<file path="src/rtl/bin_to_gray_counter.sv">
// Up/down binary counter with a Gray-coded shadow register, plus an independent
// one-cycle binary-to-Gray stream converter. Every output comes straight from a flop.
module bin_to_gray_counter #(
  parameter int unsigned WIDTH = 4
) (
  input  logic             clk,
  input  logic             rst_n,
  input  logic             en,
  input  logic             up,
  input  logic             load,
  input  logic [WIDTH-1:0] D,
  output logic [WIDTH-1:0] B,
  output logic [WIDTH-1:0] G,
  output logic             wrap,
  input  logic             in_vld,
  input  logic [WIDTH-1:0] in_bin,
  output logic             out_vld,
  output logic [WIDTH-1:0] out_gray
);

  logic [WIDTH-1:0] b_q, b_d;
  logic [WIDTH-1:0] g_q, g_d;
  logic             wrap_q, wrap_d;
  logic             out_vld_q, out_vld_d;
  logic [WIDTH-1:0] out_gray_q, out_gray_d;
  logic [WIDTH-1:0] stream_gray;

  // Counter next state: load beats en; wrap flags only enabled steps across the end.
  always_comb begin
    b_d    = b_q;
    wrap_d = 1'b0;
    if (load) begin
      b_d = D;
    end else if (en) begin
      if (up) begin
        b_d    = b_q + WIDTH'(1);
        wrap_d = (b_q == {WIDTH{1'b1}});
      end else begin
        b_d    = b_q - WIDTH'(1);
        wrap_d = (b_q == {WIDTH{1'b0}});
      end
    end
  end

  // Gray is encoded from the next binary value so G and B register in the same cycle.
  genvar gi;
  generate
    for (gi = 0; gi < WIDTH - 1; gi++) begin : g_enc
      assign g_d[gi]         = b_d[gi+1] ^ b_d[gi];
      assign stream_gray[gi] = in_bin[gi+1] ^ in_bin[gi];
    end
  endgenerate
  assign g_d[WIDTH-1]         = b_d[WIDTH-1];
  assign stream_gray[WIDTH-1] = in_bin[WIDTH-1];

  always_comb begin
    out_vld_d  = in_vld;
    out_gray_d = out_gray_q;
    if (in_vld) begin
      out_gray_d = stream_gray;
    end
  end

  always_ff @(posedge clk or negedge rst_n) begin
    if (!rst_n) begin
      b_q        <= '0;
      g_q        <= '0;
      wrap_q     <= 1'b0;
      out_vld_q  <= 1'b0;
      out_gray_q <= '0;
    end else begin
      b_q        <= b_d;
      g_q        <= g_d;
      wrap_q     <= wrap_d;
      out_vld_q  <= out_vld_d;
      out_gray_q <= out_gray_d;
    end
  end

  assign B        = b_q;
  assign G        = g_q;
  assign wrap     = wrap_q;
  assign out_vld  = out_vld_q;
  assign out_gray = out_gray_q;

endmodule

</file>
<file path="config.mk">
export PLATFORM = sky130hd
export DESIGN_NAME = bin_to_gray_counter
export DESIGN_NICKNAME = d
export VERILOG_FILES = /design/src/rtl/bin_to_gray_counter.sv
export SDC_FILE = /design/constraint.sdc
export NUM_CORES = 1
export LEC_CHECK = 0
export CORE_MARGIN = 4
export CORE_UTILIZATION = 40
export DETAILED_ROUTE_END_ITERATION = 6
export PLACE_DENSITY = 0.85
export SKIP_CTS_REPAIR_TIMING = 1
export SYNTH_ARGS = -nofsm -noshare
export SYNTH_HDL_FRONTEND = slang
export SYNTH_SLANG_ARGS = --single-unit
</file>
<file path="constraint.sdc">
create_clock -name clk -period 2.05 [get_ports clk]
set_input_delay 0.205 -clock clk [delete_from_list [all_inputs] [get_ports clk]]
set_output_delay 0.205 -clock clk [all_outputs]
set_load 0.05 [all_outputs]
</file>
==> results_dict.tcl, run 1 <==
set metrics [dict create \
    outcome "completed" \
    hold_viol_final 0 \
    setup_viol_count_final 0 \
    synth-main-ff-cell "dfrtp_1" \
    syn-instance-count 57 \
    synth.top_cells.by_area "dfrtp_1, xnor2_1, nor2_1" \
    initial_core_util 0.426 \
    detailedRoute.firstIterationViolations 1 \
    synthesis.area_um2 642 \
    syn2layout_area_growth_pct 49.3 \
    placeable_core_area_um2 1510 \
    io_pins 28 \
    worst_path_largest_cell_delay_ns 0.85 \
    synth_edf_count 0 \
    critPathTopFamily "buffers and inverters" \
    synth.net_count 74 \
    worstSetupEndpointType "output pin" \
    pre_cts_ws_ns -0.00497 \
    min-delay-path-class "primary input to asynchronous set/reset pin" \
    regToRegSetupSlack_ns 0.32 \
    cp.arrival_ns 1.60 \
    route.final.wire_length_um 1400 \
    fin_area_um2 958 \
    cell_area_after_placement_um2 932 \
    filler_cell_count 118 \
    timing.final.max_slew_violations 0 \
    fin_crit_ns 1.81 \
    final_min_period_over_clock_period 0.882 \
    cp_num_cells 1 \
    drv_cap 0 \
    dr_total_vias 509 \
    leakagePower_nw 0.412 \
    grt.met1_usage 0.173 \
    clock_power_share 0.175 \
    pin_count_of_the_biggest_net_entering_global_routing 14 \
    cts.htree.levels 1 \
    yosysWarningCount 0 \
    synthMostInstantiatedCell "dfrtp_1" \
    rr_startpoint "B[0]" \
    finalNetCount 106 \
    avgViaCountPerCell 4.89 \
    post_route_cells_drive_above_1_share 0.0795 \
    globalRouteTotalUtil 0.134 \
    share_of_yosys_cell_area_claimed_by_the_top_area_cell_type 0.507 \
    ys_ff_latch 13 \
    overflow 0 \
    worst-endpoint-required_ns 1.85 \
    synth_sequential_area_ratio 0.507 \
    critical_path.endpoint "B[0]" \
    power.ir.vdd_worst_v 0.000491 \
    cts_tree "yes" \
    startpoint "B[0]" \
    floorplan.die.width_um 48.1 \
    rows 14 \
    die_area_um2 2310 \
    grt_first_pass_wirelength_um 2170 \
    critPathSlowestCell "clkdlybuf4s50_1" \
    clkLatencyLatePin_ns 0.27 \
    synth_commonest_cells "dfrtp_1, nor2_1, xnor2_1" \
    clk_path_buf_depth 2 \
    detail_route.drc_violations 0 \
    timing.fmax_mhz 553 \
    cp_max_fo 6 \
    final_core_utilization 0.636 \
    whs_ns 0.296 \
    tightestPinTransition_ns 0.567 \
    floorplan.die.height_um 48.1 \
    netSwitchingPower_w 0.000356 \
    drt_pass_1_iters 3 \
    ff2ff_path_depth 5 \
    critPathLaunchType "register" \
    timing.final.ws_setup_ns 0.242 \
    timing.slew.headroom 0.621 \
    finalWeightedCongestion 0.704 \
    use_met3 0.0338 \
    gr-max-usage-layer "met2" \
    critical_path_cell_sequence "clkdlybuf4s50_1" \
    routedWlPerCell_um 13.5 \
    rsz0062_at_grt "false" \
    tritoncts.num_buffers 3 \
    synth.distinct_cells 23 \
    clk_pin_slew_ns 0.08 \
    pwr-share-seq 0.372 \
    global_route.usage.met2 0.224 \
    n_antenna_cell 0 \
    ys_async_sr_fraction 1.00 \
    antenna_violating_nets_post_route 0 \
    proportion_of_power_drawn_by_combinational_gates 0.453 \
    cellInternalPower_w 0.000526 \
    kind_of_critical_path "register to output pin" \
    power.density_nw_per_um2 920 \
    grt_pass1_vias 490 \
    root_buffer "clkbuf_4" \
    buffers_plus_inverters_on_the_worst_setup_path 1 \
    number_of_antenna_violations_at_the_first_check_in_global_routing 0 \
    io_buffer_count 27 \
    power_w 0.000882 \
    cell_taking_the_most_area_after_synthesis "dfrtp_1" \
    cts_sinks 13 \
    power_switching_share 0.404 \
    fin_worst_skew_ns 0.00158 \
    regToRegEndpoint "G[1]" \
    synthesis.area_per_instance_um2 11.3 \
]
per-stage QoR:
stage          cells   TNS, ns
6_report         104         0
5_1_grt          104         0
4_1_cts          104         0
3_5_place_dp     100  -0.00497
3_3_place_gp     100         0
2_1_floorplan     57         0
how the worst min path moves through the flow:
stage,start,end,cells after the start
2_1_floorplan,rst_n,B[0],0
3_3_place_gp,out_gray[3],out_gray[3],1
3_5_place_dp,out_gray[3],out_gray[3],1
4_1_cts,rst_n,out_gray[0],1
5_1_grt,rst_n,out_vld,1
6_report,rst_n,out_vld,1
routing by layer:
metal / up-vias / routed length [um]
li1: 258 / -
met3: 0 / 49
met5: - / 0
met2: 10 / 756
met1: 241 / 595
met4: 0 / 0
final cells by class:
class                   count  area (um^2)  share of cell area
repair buffers             29          285               0.298
inverters                   2         7.51             0.00783
flip-flops and latches     13          325               0.339
well taps                  16         20.0              0.0209
clock buffers               4         26.3              0.0274
multi-input cells          40          294               0.307
registers in the layout, indices dropped and copies added (netlist names):
register,cells
B,4
out_gray,4
G,3
out_vld,1
wrap,1
placed cells by master, fill, tap and decap left out, drive strengths merged:
cell type	synthesis	layout
clkdlybuf4s50	0	27
dfrtp	13	13
nor2	7	7
xnor2	7	7
a21oi	5	5
clkbuf	0	4
inv	2	2
xor2	2	2
mux2i	2	2
nand2	2	2
ha	2	2
buf	2	2
o21ai	2	2
nand3	1	1
or2b	1	1
a211oi	1	1
and4b	1	1
a22o	1	1
or3	1	1
and3	1	1
or4	1	1
a31oi	1	1
mux2	1	1
fa	1	1
cells by family (layout without fill, tap and decap cells):
group                    Yosys count  count (layout)  synth area share
AO/OA/AOI/OAI                     10              10            0.0897
adder cells (fa/ha/maj)            3               3            0.0702
XOR/XNOR                           9               9             0.123
flip-flops                        13              13             0.507
multiplexers                       3               3            0.0487
buffers and inverters              4              35            0.0351
AND/OR/NAND/NOR                   15              15             0.127
power groups by stage:
stage,Combinational [W],Sequential (W),Clock [W]
2_1_floorplan,0.000109,0.000478,0
3_3_place_gp,0.000396,0.000333,0
3_5_place_dp,0.000403,0.000334,0
4_1_cts,0.000405,0.000329,0.000160
5_1_grt,0.000427,0.000335,0.000171
6_report,0.000400,0.000328,0.000154
worst register-to-register path: stages, from the launching register on:
cell and delay (ns):
dfrtp_1 0.47, fa_1 0.47, xor2_1 0.15, mux2i_1 0.09
o21ai_1 0.31, xnor2_1 0.12
(Power assumes the default switching activity.)
==> run 2, diff against run 1 <==
--- a/config.mk
+++ b/config.mk
@@ -8,7 +8,8 @@
 export CORE_MARGIN = 4
 export CORE_UTILIZATION = 40
 export DETAILED_ROUTE_END_ITERATION = 6
-export PLACE_DENSITY = 0.85
+export DONT_BUFFER_PORTS = 1
+export PLACE_DENSITY = 0.62
 export SKIP_CTS_REPAIR_TIMING = 1
 export SYNTH_ARGS = -nofsm -noshare
 export SYNTH_HDL_FRONTEND = slang
==> results_dict.tcl, run 2 (synthesis results as in run 1) <==
set metrics [dict create \
    cp.arrival_ns 1.83 \
    clkLatencyLatePin_ns 0.27 \
    rsz0062_at_grt "false" \
    post_route_cells_drive_above_1_share 0.138 \
    n_antenna_cell 0 \
    fin_worst_skew_ns 0.00535 \
    pin_count_of_the_biggest_net_entering_global_routing 14 \
    rows 14 \
    tritoncts.num_buffers 3 \
    min-delay-path-class "primary input to register" \
    timing.fmax_mhz 591 \
    leakagePower_nw 0.325 \
    worstSetupEndpointType "register" \
    final_min_period_over_clock_period 0.825 \
    die_area_um2 2310 \
    timing.slew.headroom 0.619 \
    cts_sinks 13 \
    grt_pass1_vias 413 \
    root_buffer "clkbuf_4" \
    route.final.wire_length_um 1170 \
    layout_common_cells "dfrtp_1, nor2_1, xnor2_1" \
    routedWlPerCell_um 14.5 \
    cts.htree.levels 1 \
    outcome "completed" \
    timing.final.max_slew_violations 0 \
    tightestPinTransition_ns 0.569 \
    number_of_antenna_violations_at_the_first_check_in_global_routing 0 \
    power.density_nw_per_um2 1070 \
    fin_crit_ns 1.69 \
    floorplan.die.width_um 48.1 \
    setup_tns_ns 0 \
    finalWeightedCongestion 0.757 \
    cp_max_fo 3 \
    power.ir.vdd_worst_v 0.000435 \
    finalNetCount 83 \
    power_w 0.000776 \
    pre_cts_ws_ns 0.360 \
    initial_core_util 0.426 \
    drt_pass_1_iters 2 \
    detailedRoute.firstIterationViolations 4 \
    fin_area_um2 723 \
    grt_first_pass_wirelength_um 1790 \
    cts_tree "yes" \
    worst-endpoint-required_ns 2.19 \
    clk_pin_slew_ns 0.07 \
    avgViaCountPerCell 5.23 \
    clk_path_buf_depth 2 \
    drv_cap 0 \
    kind_of_critical_path "register to register" \
    timing.final.ws_setup_ns 0.358 \
    detail_route.drc_violations 0 \
    globalRouteTotalUtil 0.115 \
    layout.cells.most_common "dfrtp_1" \
    dp_hpwl_um 947 \
    overflow 0 \
    floorplan.die.height_um 48.1 \
    whs_ns 0.0154 \
    antenna_violating_nets_post_route 0 \
    hold_viol_final 0 \
    io_pins 28 \
    io_buffer_count 0 \
    cell_area_after_placement_um2 677 \
    critPathLaunchType "register" \
    placeable_core_area_um2 1510 \
    dr_total_vias 424 \
    setup_viol_count_final 0 \
    syn2layout_area_growth_pct 12.7 \
]
[run 2: cell types whose count changed in the layout (fill, tap and decap cells not counted), sizes merged]
cell           change
buf                +2
clkdlybuf4s50     -27
dlygate4sd3        +2
[run 2: final cells by class]
| class | instances | area (um^2) |
|---|---|---|
| inverters | 2 | 7.51 |
| clock buffers | 4 | 26.3 |
| fillers | 146 | 783 |
| repair buffers | 6 | 50.0 |
| flip-flops and latches | 13 | 325 |
| well taps | 16 | 20.0 |
| multi-input cells | 40 | 294 |
[run 2: routing by layer]
| layer | track usage | routed length (um) | up-vias |
|---|---|---|---|
| li1 | - | - | 210 |
| met2 | 0.169 | 587 | 15 |
| met1 | 0.138 | 467 | 199 |
| met5 | 0 | 0 | - |
| met4 | 0.0323 | 0 | 0 |
| met3 | 0.0752 | 116 | 0 |
[run 2: critical path: stages, from the launching register on]
cell and delay (ns):
dfrtp_1 0.40, ha_1 0.35, a21oi_1 0.20, a211oi_1 0.09, or3_4 0.39, xor2_1 0.14
[run 2: stage by stage]
| step | utilization | cells |
|---|---|---|
| floorplan | - | 57 |
| global placement | 0.449 | 75 |
| detailed placement | 0.449 | 75 |
| CTS | 0.467 | 79 |
| global route | 0.480 | 81 |
| finish | 0.480 | 81 |
[run 2: path summary, 6_finish.rpt]
check	start	end	slack (ns)	cells past startpoint
max in group asynchronous	rst_n	out_gray[0]	1.31	1
worst max register to register	B[2]	G[2]	0.36	5
min in group asynchronous	rst_n	B[2]	0.36	1
worst min register to register	B[3]	wrap	0.65	2
worst max-delay path	B[2]	G[2]	0.36	5
worst min-delay path	in_vld	out_gray[1]	0.02	1
[run 2: where the power goes]
part	internal [W]	switching, W
Sequential	0.000296	0.000134
Combinational	0.0000739	0.000122
Clock	0.0000753	0.0000745
